### src/rtl/q_rx_decim.sv
// Q-branch receive decimator: two cascaded 7-tap half-band decimate-by-2 stages.
// Every rate is a clock enable on clk; ovf is sticky until reset.
module q_rx_decim_hb #(
  parameter int DATA_W = 18,
  parameter int ACC_W  = 24
) (
  input  logic                     clk,
  input  logic                     reset,
  input  logic                     in_valid,
  input  logic signed [DATA_W-1:0] data,
  output logic signed [DATA_W-1:0] out,
  output logic                     out_valid,
  output logic                     sat
);
  localparam int MAX_I = (1 << (DATA_W - 1)) - 1;
  localparam int MIN_I = -(1 << (DATA_W - 1));
  localparam logic signed [ACC_W-1:0]  MAX_A = ACC_W'(MAX_I);
  localparam logic signed [ACC_W-1:0]  MIN_A = ACC_W'(MIN_I);
  localparam logic signed [DATA_W-1:0] MAX_D = DATA_W'(MAX_I);
  localparam logic signed [DATA_W-1:0] MIN_D = DATA_W'(MIN_I);
  localparam logic signed [ACC_W-1:0]  HALF  = ACC_W'(16);

  logic signed [DATA_W-1:0] d [7];
  logic                     phase;
  logic signed [ACC_W-1:0]  t0, t2, t3, t4, t6;
  logic signed [ACC_W-1:0]  pair, acc, rnd;
  logic signed [DATA_W-1:0] res;
  logic                     sat_hit;

  // Taps are taken from the post-shift line so the new sample lands in this edge's sum.
  always_comb begin
    t0   = {{(ACC_W-DATA_W){data[DATA_W-1]}}, data};
    t2   = {{(ACC_W-DATA_W){d[1][DATA_W-1]}}, d[1]};
    t3   = {{(ACC_W-DATA_W){d[2][DATA_W-1]}}, d[2]};
    t4   = {{(ACC_W-DATA_W){d[3][DATA_W-1]}}, d[3]};
    t6   = {{(ACC_W-DATA_W){d[5][DATA_W-1]}}, d[5]};
    pair = t2 + t4;
    acc  = (t3 <<< 4) + (pair <<< 3) + pair - t0 - t6;
    rnd  = (acc + HALF) >>> 5;
    sat_hit = 1'b0;
    res     = rnd[DATA_W-1:0];
    if (rnd > MAX_A) begin
      res     = MAX_D;
      sat_hit = 1'b1;
    end else if (rnd < MIN_A) begin
      res     = MIN_D;
      sat_hit = 1'b1;
    end
  end

  assign sat = in_valid & phase & sat_hit;

  always_ff @(posedge clk) begin
    if (reset) begin
      for (int k = 0; k < 7; k++) d[k] <= '0;
      phase     <= 1'b0;
      out       <= '0;
      out_valid <= 1'b0;
    end else begin
      out_valid <= 1'b0;
      if (in_valid) begin
        d[0] <= data;
        for (int k = 1; k < 7; k++) d[k] <= d[k-1];
        phase <= ~phase;
        if (phase) begin
          out       <= res;
          out_valid <= 1'b1;
        end
      end
    end
  end
endmodule

module q_rx_decim #(
  parameter int DATA_W = 18,
  parameter int ACC_W  = 24
) (
  input  logic                     clk,
  input  logic                     reset,
  input  logic                     x_in_valid,
  input  logic signed [DATA_W-1:0] x_in,
  output logic signed [DATA_W-1:0] y_mid,
  output logic                     y_mid_valid,
  output logic signed [DATA_W-1:0] y,
  output logic                     y_valid,
  output logic                     ovf
);
  logic sat1, sat2;

  q_rx_decim_hb #(.DATA_W(DATA_W), .ACC_W(ACC_W)) u_stage1 (
    .clk       (clk),
    .reset     (reset),
    .in_valid  (x_in_valid),
    .data      (x_in),
    .out       (y_mid),
    .out_valid (y_mid_valid),
    .sat       (sat1)
  );

  q_rx_decim_hb #(.DATA_W(DATA_W), .ACC_W(ACC_W)) u_stage2 (
    .clk       (clk),
    .reset     (reset),
    .in_valid  (y_mid_valid),
    .data      (y_mid),
    .out       (y),
    .out_valid (y_valid),
    .sat       (sat2)
  );

  always_ff @(posedge clk) begin
    if (reset) ovf <= 1'b0;
    else if (sat1 | sat2) ovf <= 1'b1;
  end
endmodule

### config.mk
export PLATFORM = sky130hd
export DESIGN_NAME = q_rx_decim
export DESIGN_NICKNAME = d
export VERILOG_FILES = /design/src/rtl/q_rx_decim.sv
export SDC_FILE = /design/constraint.sdc
export NUM_CORES = 1
export LEC_CHECK = 0
export ABC_AREA = 1
export BUFFER_PORTS_ARGS = -buffer_cell sky130_fd_sc_hd__buf_4
export CAP_MARGIN = 5
export CORE_MARGIN = 2
export CORE_UTILIZATION = 45
export CTS_CLUSTER_SIZE = 10
export DETAILED_ROUTE_END_ITERATION = 7
export PLACE_DENSITY = 0.71
export SYNTH_ARGS = -nofsm -noshare
export SYNTH_HDL_FRONTEND = slang
export SYNTH_HIERARCHICAL = 1
export SYNTH_SLANG_ARGS = --single-unit
### constraint.sdc
create_clock -name clk -period 6.4 [get_ports clk]
set_input_delay 0.64 -clock clk [delete_from_list [all_inputs] [get_ports clk]]
set_output_delay 0.64 -clock clk [all_outputs]
set_load 0.1 [all_outputs]
==> impl_metrics.json <==
{
  "clockBufferDepth": 3,
  "overflow": 0,
  "synthArstFlopShare": 0,
  "syn_area_mm2": 0.0179,
  "antenna_found_initial": 1,
  "cp_slowest_cell": "fa_1",
  "htree_levels": 1,
  "yosys.area.top_type": "edfxtp_1",
  "reg2regPathDepth": 29,
  "start_kind": "register",
  "vdd_ir_drop_max_uv": 260,
  "ctsHoldBuffers": 0,
  "rows": 73,
  "cts.sinks": 257,
  "grt_usage": 0.187,
  "drtIter0Drc": 695,
  "ios": 60,
  "synth-seq-area-share": 0.407,
  "hold_path.class": "input port to register",
  "fillers": 3685,
  "synth.most_common_cell": "inv_1",
  "setup_viol": 0,
  "end_kind": "register",
  "syn_inst": 2062,
  "netlist.area_leader.share": 0.362,
  "grt_pass1_wl_um": 62400,
  "via_count": 12862,
  "power.internal_mw": 4.78,
  "die_area_mm2": 0.0415,
  "root_buffer": "clkbuf_16",
  "final_area_mm2": 0.0199,
  "syn_avg_cell_area_um2": 8.70,
  "die_h_um": 204,
  "area_growth_pct": 11.0,
  "synth_cell_types": 37,
  "fin_nets": 2384,
  "worst_slew_pin_slew_ps": 952,
  "path_common_cell": "nand2_1",
  "critPathKind": "register to register",
  "grt_pass1_vias": 12948,
  "seqPwrFrac": 0.219,
  "yosys-top-cells-count": "inv_1 (557), nand2_1 (308), nor2_1 (297)",
  "cp_max_fo": 18,
  "crit_required_ps": 6890,
  "finalWirelength_um": 37900,
  "max_cap_viol_count": 0,
  "instances_no_fill": 2674,
  "period_minus_slack_ps": 6060,
  "avgViaCountPerCell": 4.81,
  "path_clk_slew_ps": 60,
  "cts_buffers": 31,
  "cp.depth": 29,
  "p_sw_mw": 4.30,
  "combPwrFrac": 0.599,
  "die_x_um": 204,
  "clock_latency_ps": 590,
  "ant_nets": 0,
  "fin_crit_sh": 0.947,
  "synth-edff-count": 216,
  "p_leak_nw": 9.63,
  "port_buffers": 59,
  "slew_viol_final": 0,
  "wl_per_cell_um": 14.2,
  "rsz0062_at_grt": "false",
  "yosys_warnings": 6,
  "power.share.switching": 0.473,
  "fin_skew_ps": 29.2,
  "synth_top_flop_cell": "edfxtp_1",
  "ys_top_cells_by_area": "edfxtp_1 (36%), fa_1 (13%), inv_1 (12%)",
  "dp.cells": 2615,
  "cts_tree": "yes",
  "slew_headroom": 0.365,
  "clkPwrFrac": 0.182,
  "drive_gt1_frac": 0.0633,
  "status": "finished, final reports clean",
  "fp.coreArea_mm2": 0.0395,
  "gp_congestion": 0.923,
  "power.density_mw_per_mm2": 456,
  "fin_setup_tns_ps": 0,
  "synth.ff_latch_count": 257,
  "grt_start_max_net_pins": 88,
  "placed_cell_area_mm2": 0.0189,
  "max_stage_delay_ps": 540,
  "fmax_ghz": 0.165,
  "path_buf_inv": 3,
  "dp_hpwl_um": 29400,
  "whs_path_depth": 3,
  "route.detailed.drc": 0,
  "crit_arrival_ps": 6550,
  "first_pass_iters": 5,
  "start_util": 0.454,
  "critical-path-top-delay-family": "adder cells",
  "synth_nets": 2323,
  "power_mw": 9.08,
  "hold_viol_final": 0
}
-- layout make-up --
type,count,area (µm²),area share
multi-input combinational,1210,8420,0.423
clock buffer,53,888,0.0446
timing repair buffer,63,473,0.0238
sequential,257,7310,0.367
tap,525,657,0.0330
antenna,1,2.50,0.000126
inverter,560,2100,0.106
clock inverter,5,66.3,0.00333
-- per-layer routing --
| metal | share of wire | global-route usage | vias to the layer above |
|---|---|---|---|
| li1 | - | - | 6456 |
| met1 | 0.42 | 0.226 | 6068 |
| met2 | 0.50 | 0.342 | 264 |
| met3 | 0.043 | 0.0238 | 74 |
| met4 | 0.030 | 0.0615 | 0 |
| met5 | 0 | 0 | - |
-- cells by family (layout without fill, tap and decap cells) --
family,after synthesis,count (layout),synth area share
other cells,0,1,0
compound gates,204,204,0.0622
buf+inv,595,681,0.126
simple gates,709,709,0.160
xor+xnor,57,57,0.0278
fa+ha+maj,240,240,0.216
flops,257,257,0.407
-- repair_timing --
item,4_1_cts,5_1_grt
cloned,0,0
setup endpoints to repair,1,18
gates resized for setup,1,5
buffers inserted,0,0
-- sequential cells by signal (all words and copies together) (netlist names), 18 cells and up --
signal	count
u_stage1/d	108
u_stage1/out	18
u_stage2/d	108
u_stage2/out	18
-- stage by stage --
step | utilization | setup slack (ps) | hold slack [ps]
after floorplan | - | 1260 | 474
after global placement | 0.478 | 84.0 | 492
after detailed placement | 0.478 | 49.8 | 522
after CTS | 0.503 | 85.2 | 306
after global routing | 0.503 | 16.6 | 323
final | 0.503 | 338 | 341
-- worst register-to-register path: cells and delay by family, from the launching register on --
kind | cells | cell delay (ps)
buf+inv | 3 | 160
xor+xnor | 1 | 200
fa+ha+maj | 6 | 2680
simple gates | 16 | 1860
flops | 1 | 370
compound gates | 3 | 690
-- cells in the final DEF (no fill, tap or decap), types with 4 or more instances in the layout --
master and instances:
fa_1 116, nand4_1 15, clkbuf_16 31, nand2_2 13, a21o_1 4, buf_4 63
inv_1 557, nand3_1 44, o21bai_1 4, edfxtp_1 216, nand2_1 306, xnor2_1 22
ha_1 123, dfxtp_1 41, o21ai_0 62, xor2_1 34, a21oi_1 110, a31oi_1 5
nand2_4 4, clkbuf_1 19, nor3_1 14, nor2_1 297, nand3b_1 6
-- path summary, 6_finish.rpt --
check	start	end	slack [ps]
hold / removal	x_in_valid	u_stage1/phase	340
hold reg to reg	u_stage2/phase	u_stage2/phase	530
setup / recovery	u_stage1/d[0][18]	ovf	340
setup reg to reg	u_stage1/d[0][18]	ovf	340
-- power by group through the flow --
stage	Combinational, mW	Clock [mW]	Sequential, mW
finish	5.44	1.65	1.99
global route	6.27	1.76	2.00
CTS	5.47	1.70	1.99
detailed placement	5.43	0	2.02
global placement	5.40	0	2.02
floorplan	4.15	0	2.13
Note: power is estimated with default switching activity, not from simulation.
